`src/rtl/fifo_rd_stream.sv`:
```
`default_nettype none
// ============================================================================
//  Module      : fifo_rd_stream
//  Description : Read-side consumer for a dual-clock FIFO. Pops FWFT words
//                into a 2-entry skid buffer and presents them as a
//                valid/ready stream; counts delivered words.
//  Revision    : 1.0
// ============================================================================
module fifo_rd_stream #(
    parameter int DSIZE = 16,
    parameter int CNTW  = 16
) (
    input  logic             rclk,
    input  logic             rrst,
    input  logic             rd_en,
    input  logic             rempty,
    input  logic             rempty_almost,
    input  logic [DSIZE-1:0] rdata,
    output logic             rinc,
    output logic [DSIZE-1:0] m_data,
    output logic             m_valid,
    input  logic             m_ready,
    output logic             rd_low,
    output logic [CNTW-1:0]  xfer_cnt
);

    localparam logic [1:0] c_OCC_EMPTY = 2'd0;
    localparam logic [1:0] c_OCC_ONE   = 2'd1;
    localparam logic [1:0] c_OCC_FULL  = 2'd2;

    logic [1:0]       r_occ;
    logic [DSIZE-1:0] r_e0;
    logic [DSIZE-1:0] r_e1;
    logic [CNTW-1:0]  r_xfer_cnt;
    logic             r_rd_low;
    logic             w_push;
    logic             w_pop;

    // Pop decision uses only registered occupancy and the FIFO flag, so
    // downstream ready never reaches the FIFO pointer logic combinationally.
    assign rinc     = rd_en & ~rempty & (r_occ < c_OCC_FULL) & ~rrst;
    assign w_push   = rinc;
    assign m_valid  = (r_occ != c_OCC_EMPTY);
    assign w_pop    = m_valid & m_ready;
    assign m_data   = r_e0;
    assign xfer_cnt = r_xfer_cnt;
    assign rd_low   = r_rd_low;

    always_ff @(posedge rclk or posedge rrst) begin
        if (rrst) begin
            r_occ <= c_OCC_EMPTY;
            r_e0  <= '0;
            r_e1  <= '0;
        end else begin
            case (r_occ)
                c_OCC_EMPTY: begin
                    if (w_push) begin
                        r_e0  <= rdata;
                        r_occ <= c_OCC_ONE;
                    end
                end
                c_OCC_ONE: begin
                    if (w_push && w_pop) begin
                        r_e0 <= rdata;
                    end else if (w_push) begin
                        r_e1  <= rdata;
                        r_occ <= c_OCC_FULL;
                    end else if (w_pop) begin
                        r_occ <= c_OCC_EMPTY;
                    end
                end
                c_OCC_FULL: begin
                    // No push possible here; e0/e1 hold while stalled.
                    if (w_pop) begin
                        r_e0  <= r_e1;
                        r_occ <= c_OCC_ONE;
                    end
                end
                default: begin
                    r_occ <= c_OCC_EMPTY;
                end
            endcase
        end
    end

    always_ff @(posedge rclk or posedge rrst) begin
        if (rrst) begin
            r_xfer_cnt <= '0;
            r_rd_low   <= 1'b0;
        end else begin
            r_rd_low <= rempty_almost;
            if (w_pop) begin
                r_xfer_cnt <= r_xfer_cnt + CNTW'(1);
            end
        end
    end

endmodule
`default_nettype wire

```
`config.mk`:
```
export PLATFORM = sky130hd
export DESIGN_NAME = fifo_rd_stream
export DESIGN_NICKNAME = d
export VERILOG_FILES = /design/src/rtl/fifo_rd_stream.sv
export SDC_FILE = /design/constraint.sdc
export NUM_CORES = 1
export LEC_CHECK = 0
export BUFFER_PORTS_ARGS = -buffer_cell sky130_fd_sc_hd__clkbuf_2
export CAP_MARGIN = 20
export CORE_MARGIN = 4
export CORE_UTILIZATION = 56
export DETAILED_ROUTE_END_ITERATION = 16
export GPL_ROUTABILITY_DRIVEN = 0
export PLACE_DENSITY = 0.81
export SLEW_MARGIN = 20
export SYNTH_ARGS = -nofsm -noshare
export SYNTH_HDL_FRONTEND = slang
export SYNTH_SLANG_ARGS = --single-unit
```
`constraint.sdc`:
```
create_clock -name rclk -period 3.7 [get_ports rclk]
set_input_delay 0.37 -clock rclk [delete_from_list [all_inputs] [get_ports rclk]]
set_output_delay 0.37 -clock rclk [all_outputs]
set_load 0.05 [all_outputs]
```
After elaboration in Yosys (flattened, before gate mapping)

Cells that the tools add are included.

Bits in read-only memories: 0
Latch bits: 0
Memories kept: 0
Bits in registers: 51
Output and inout bits: 35
Memory bits (writable): 0

Reductions and logical operators: 7
Mux-type cells: 10
Magnitude comparators: 1
Add/subtract/negate cells: 1
Multipliers: 0
Bitwise logic cells: 7
Shift-type cells: 0
Divide/modulo/power cells: 0
Equality and inequality tests: 7

Operators with widths:

| cell                                                             | count |
|---|---|
| 16-bit two-way mux                                               | 3 |
| 16-bit case mux with 3 select lines                              | 1 |
| 16-bit by 1-bit adder with 16-bit output (second input constant) | 1 |
| 2-bit two-way mux                                                | 5 |
| 2-bit inequality test (second input constant)                    | 4 |
| 4-bit AND reduction                                              | 2 |
| 2-bit case mux with 3 select lines                               | 1 |
| 1-bit AND                                                        | 4 |
| 3-bit inequality test (second input constant)                    | 1 |
| 1-bit inverter                                                   | 3 |
| 3-bit AND reduction                                              | 1 |
| 3-bit nonzero test                                               | 1 |
| 2-bit by 1-bit == test with 1-bit output (second input constant) | 1 |
| 2-bit == test (second input constant)                            | 1 |
| 2-bit zero test                                                  | 1 |
| 2-bit less-than comparator (second input constant)               | 1 |
| 2-bit nonzero test                                               | 1 |
| 1-bit logical AND                                                | 1 |

Longest topological paths before layout

Word-level depth: 7
Depth in mapped cells: 6

Worst setup path after synthesis

OpenSTA, ideal clock, no wires.

Path type: register -> register
Start: register r_occ[1]
End: register r_e0[0], in the netlist m_data[0]
Arrival time: 2.066 ns
Library setup time: 0.073 ns
Path buffers: 2
Stages on the path, launching flop included: 7
Slack: 1.560 ns
Period minus slack after synthesis: 2.140 ns
Cell sequence: dfrtp_1 -> nor4b_4 -> o21ai_2 -> and2_4 -> buf_6 -> buf_8 -> a21oi_2

Longest elaborated chain between the ends: 6
Elaborated cells on any way between the ends: 15
Classes of those cells: 1 x order compare; 5 x eq/ne; 1 x mux; 3 x bitwise; 5 x reduce/logical

Ends and longest elaborated chain:

| what                                   | RTL line | text |
|---|---|---|
| start: declaration                     | 31       | `logic [1:0] r_occ;` |
| start signal: assignment               | 51       | `r_occ <= c_OCC_EMPTY;` |
| start signal: assignment               | 59       | `r_occ <= c_OCC_ONE;` |
| start signal: assignment               | 67       | `r_occ <= c_OCC_FULL;` |
| 2-bit less-than comparator *           | 41       | `assign rinc = rd_en & ~rempty & (r_occ < c_OCC_FULL) & ~rrst;` |
| 1-bit AND * (2 in series)              | 41       |  |
| named net rinc                         | 19       | `output logic rinc,` |
| 1-bit logical AND                      | 63       | `if (w_push && w_pop) begin` |
| 2-bit inequality test (no source line) | -        |  |
| 4-bit AND reduction (no source line) * | -        |  |
| end signal: assignment                 | 58       | `r_e0 <= rdata;` |
| end signal: assignment                 | 64       | `r_e0 <= rdata;` |
| end signal: assignment                 | 75       | `r_e0 <= r_e1;` |
| end: declaration                       | 32       | `logic [DSIZE-1:0] r_e0;` |

Mark *: on every way through the listed nets, which the timed path passes. The rest lies on a longest branch.
A chain may end at the register's enable or synchronous reset.

Worst setup path after layout

Start: register r_occ[1]
End: output port rinc

Longest elaborated chain between the ends: 3

Ends and longest elaborated chain:

| what                       | RTL line |
|---|---|
| 2-bit less-than comparator | 41 |
| 1-bit AND (2 in series)    | 41 |
| end: declaration           | 19 |

No other way between the ends.

==> flow_summary.yaml <==
setup_path:
  startpoint_type: "flip-flop"
  crit_type: "flip-flop to output port"
  r2r-end: "m_data[2]"
  timing.rr.start: "r_occ[1]"
  end_kind: "output port"
  cp_max_fo: 7
  rrSetupSlack_ns: 1.88
  cp-endpoint: "rinc"
  cp.arrival_ns: 1.57
  reg2reg_depth: 4
  startpoint: "r_occ[1]"
  cp.required_ns: 3.33
job:
  drv_cap: 0
timing:
  slew_violations: 0
  finalHoldViolCount: 0
  min_period_ns: 1.94
  slew-limit-headroom_pct: 43.4
  fin_hold_ws_ns: 0.172
  setup_viol: 0
  fin_setup_tns_ns: 0
  fmax_mhz: 515
  worst_pin_slew_ns: 0.850
  fin_crit_sh_pct: 52.4
  final.setup.worst_slack_ns: 1.76
  skew_ns: 0.00804
  rsz0062_at_grt: "no"
floorplan:
  die_w_um: 70.2
  die-area_um2: 4920
  row_count: 22
  core-area_um2: 3690
  pin_count: 57
  start_util_pct: 58.7
  fp.dieH_um: 70.2
layout:
  fillers: 293
  num_antenna_cells: 0
  multi_input_area_um2: 777
  layout_common_cells: "clkbuf_2, dfrtp_1, inv_1, o22ai_1, mux2_2"
  final_common_cell: "clkbuf_2"
  final_nets: 258
  ff_latch_area_um2: 1280
  syn_to_final_growth_pct: 19.0
  layout-drive-gt1-share_pct: 41.1
logic_synthesis:
  async_flop_share_pct: 100
  syn_nets: 201
  synth-seq-area-share_pct: 59.0
  synth-seq-cells: 51
  ys_warn_count: 0
  syn_area_um2: 2160
  synth-edff-count: 0
  synth_cell_type_count: 29
  syn_avg_cell_area_um2: 12.2
  syn-instance-count: 178
  ys.flop_type: "dfrtp_1"
detailed_routing:
  avgViaCountPerCell: 5.22
  route.detailed.drc: 0
  drt_iter0_drc: 87
  ant_nets: 0
  dr.pass1.iters: 6
  routed_wl_um: 4010
  vias: 1483
  wire_per_inst_um: 14.1
power:
  irDropWorstVdd_mv: 0.341
  power_density_nw_per_um2: 842
  leakage_uw: 0.00130
grt:
  grt_pass1_vias: 1436
  grt_overflow: 0
  grt_pass1_wl_um: 6640
  grt_start_max_net_pins: 52
  grt_util_all_layers_pct: 17.2
  antenna_found_initial: 0
clock_network:
  cts_buffer_depth: 2
  cts_hold_buf: 0
  path_clk_slew_ns: 0.09
  worstSkewPairLatency_ns: 0.31
  cts_setup_buffers: 0
  htree_levels: 2
  ctsResizeCount: 0
  cts-buffers-inserted: 5
  cts.sinks: 51
  cts_tree: "built"
  clock-root-buffer: "clkbuf_8"
placed_design:
  dp_slack_ns: 1.89
  numPortBuffers: 56
  place_hpwl_um: 2830
hold_path:
  hold_class: "input port to flip-flop"
status:
  run_status: "completed"
==> layer usage <==
metal / routed length [um] / vias up / track usage, % / share of wire, %
li1: - / 730 / - / -
met1: 1780 / 714 / 23.0 / 44
met2: 1970 / 35 / 27.3 / 49
met3: 221 / 4 / 4.75 / 5.5
met4: 38 / 0 / 5.11 / 0.95
met5: 0 / - / 0 / 0
==> through the flow <==
stage	power, uW	std cells	util (%)	instance area [um2]
after floorplan	1600	178	-	2160
after global placement	1780	276	66.7	2460
after detailed placement	1810	276	66.7	2460
after CTS	2190	284	69.8	2570
after global routing	2290	284	69.8	2570
final	2170	284	69.8	2570
==> worst min path at each step <==
| stage | to | slack [ns] | cells past startpoint | startpoint |
|---|---|---|---|---|
| global route | rd_low | 0.17 | 1 | rempty_almost |
| global placement | xfer_cnt[15] | 0.47 | 1 | xfer_cnt[15] |
| detailed placement | xfer_cnt[15] | 0.47 | 1 | xfer_cnt[15] |
| finish | rd_low | 0.17 | 1 | rempty_almost |
| CTS | rd_low | 0.17 | 1 | rempty_almost |
| floorplan | rd_low | 0.40 | 0 | rempty_almost |
==> synthesized netlist by cell type, drive strengths merged (3+ instances only) <==
| master | count | area (um2) |
|---|---|---|
| buf | 3 | 31.3 |
| xnor2 | 11 | 96.3 |
| o22ai | 17 | 106 |
| mux2 | 17 | 191 |
| nor3 | 3 | 15.0 |
| nand2 | 8 | 32.5 |
| nand4 | 3 | 18.8 |
| nor2 | 5 | 18.8 |
| dfrtp | 51 | 1280 |
| xor2 | 4 | 35.0 |
| a21oi | 17 | 123 |
| inv | 18 | 67.6 |
| clkbuf | 3 | 12.5 |
| nand3 | 6 | 30.0 |
==> cells by family (layout without fill, tap and decap cells) <==
kind of cell	count (synthesis)	in the layout	synth area share, %
flip-flops	51	51	59.0
AND/OR/NAND/NOR	32	32	8.38
AO/OA/AOI/OAI	37	37	11.6
buffers and inverters	24	82	5.14
multiplexers	18	18	9.31
adder cells (fa/ha/maj)	1	1	0.578
XOR/XNOR	15	15	6.07
==> final cells by class <==
type                    count  share of cell area, %
flip-flops and latches     51                   49.6
multi-input cells         103                   30.2
repair buffers             56                   10.9
clock buffers               5                   2.67
inverters                  18                   2.67
well taps                  48                   2.33
clock inverters             3                   1.70
==> report_power, final <==
part / switching, uW / internal (uW) / total [uW]
clock: 181 / 201 / 382
sequential: 130 / 761 / 892
combinational: 639 / 255 / 894
==> flip-flops by register name (all words and copies together), names as in the netlist <==
| signal | flops |
|---|---|
| r_e1 | 16 |
| xfer_cnt | 16 |
| m_data | 16 |
| r_occ | 2 |
| rd_low | 1 |
==> worst max-delay path: stages (launching register included) <==
cell and delay, ns:
dfrtp_1 0.47, nor4b_4 0.45, clkbuf_2 0.35
(Power assumes the default switching activity.)
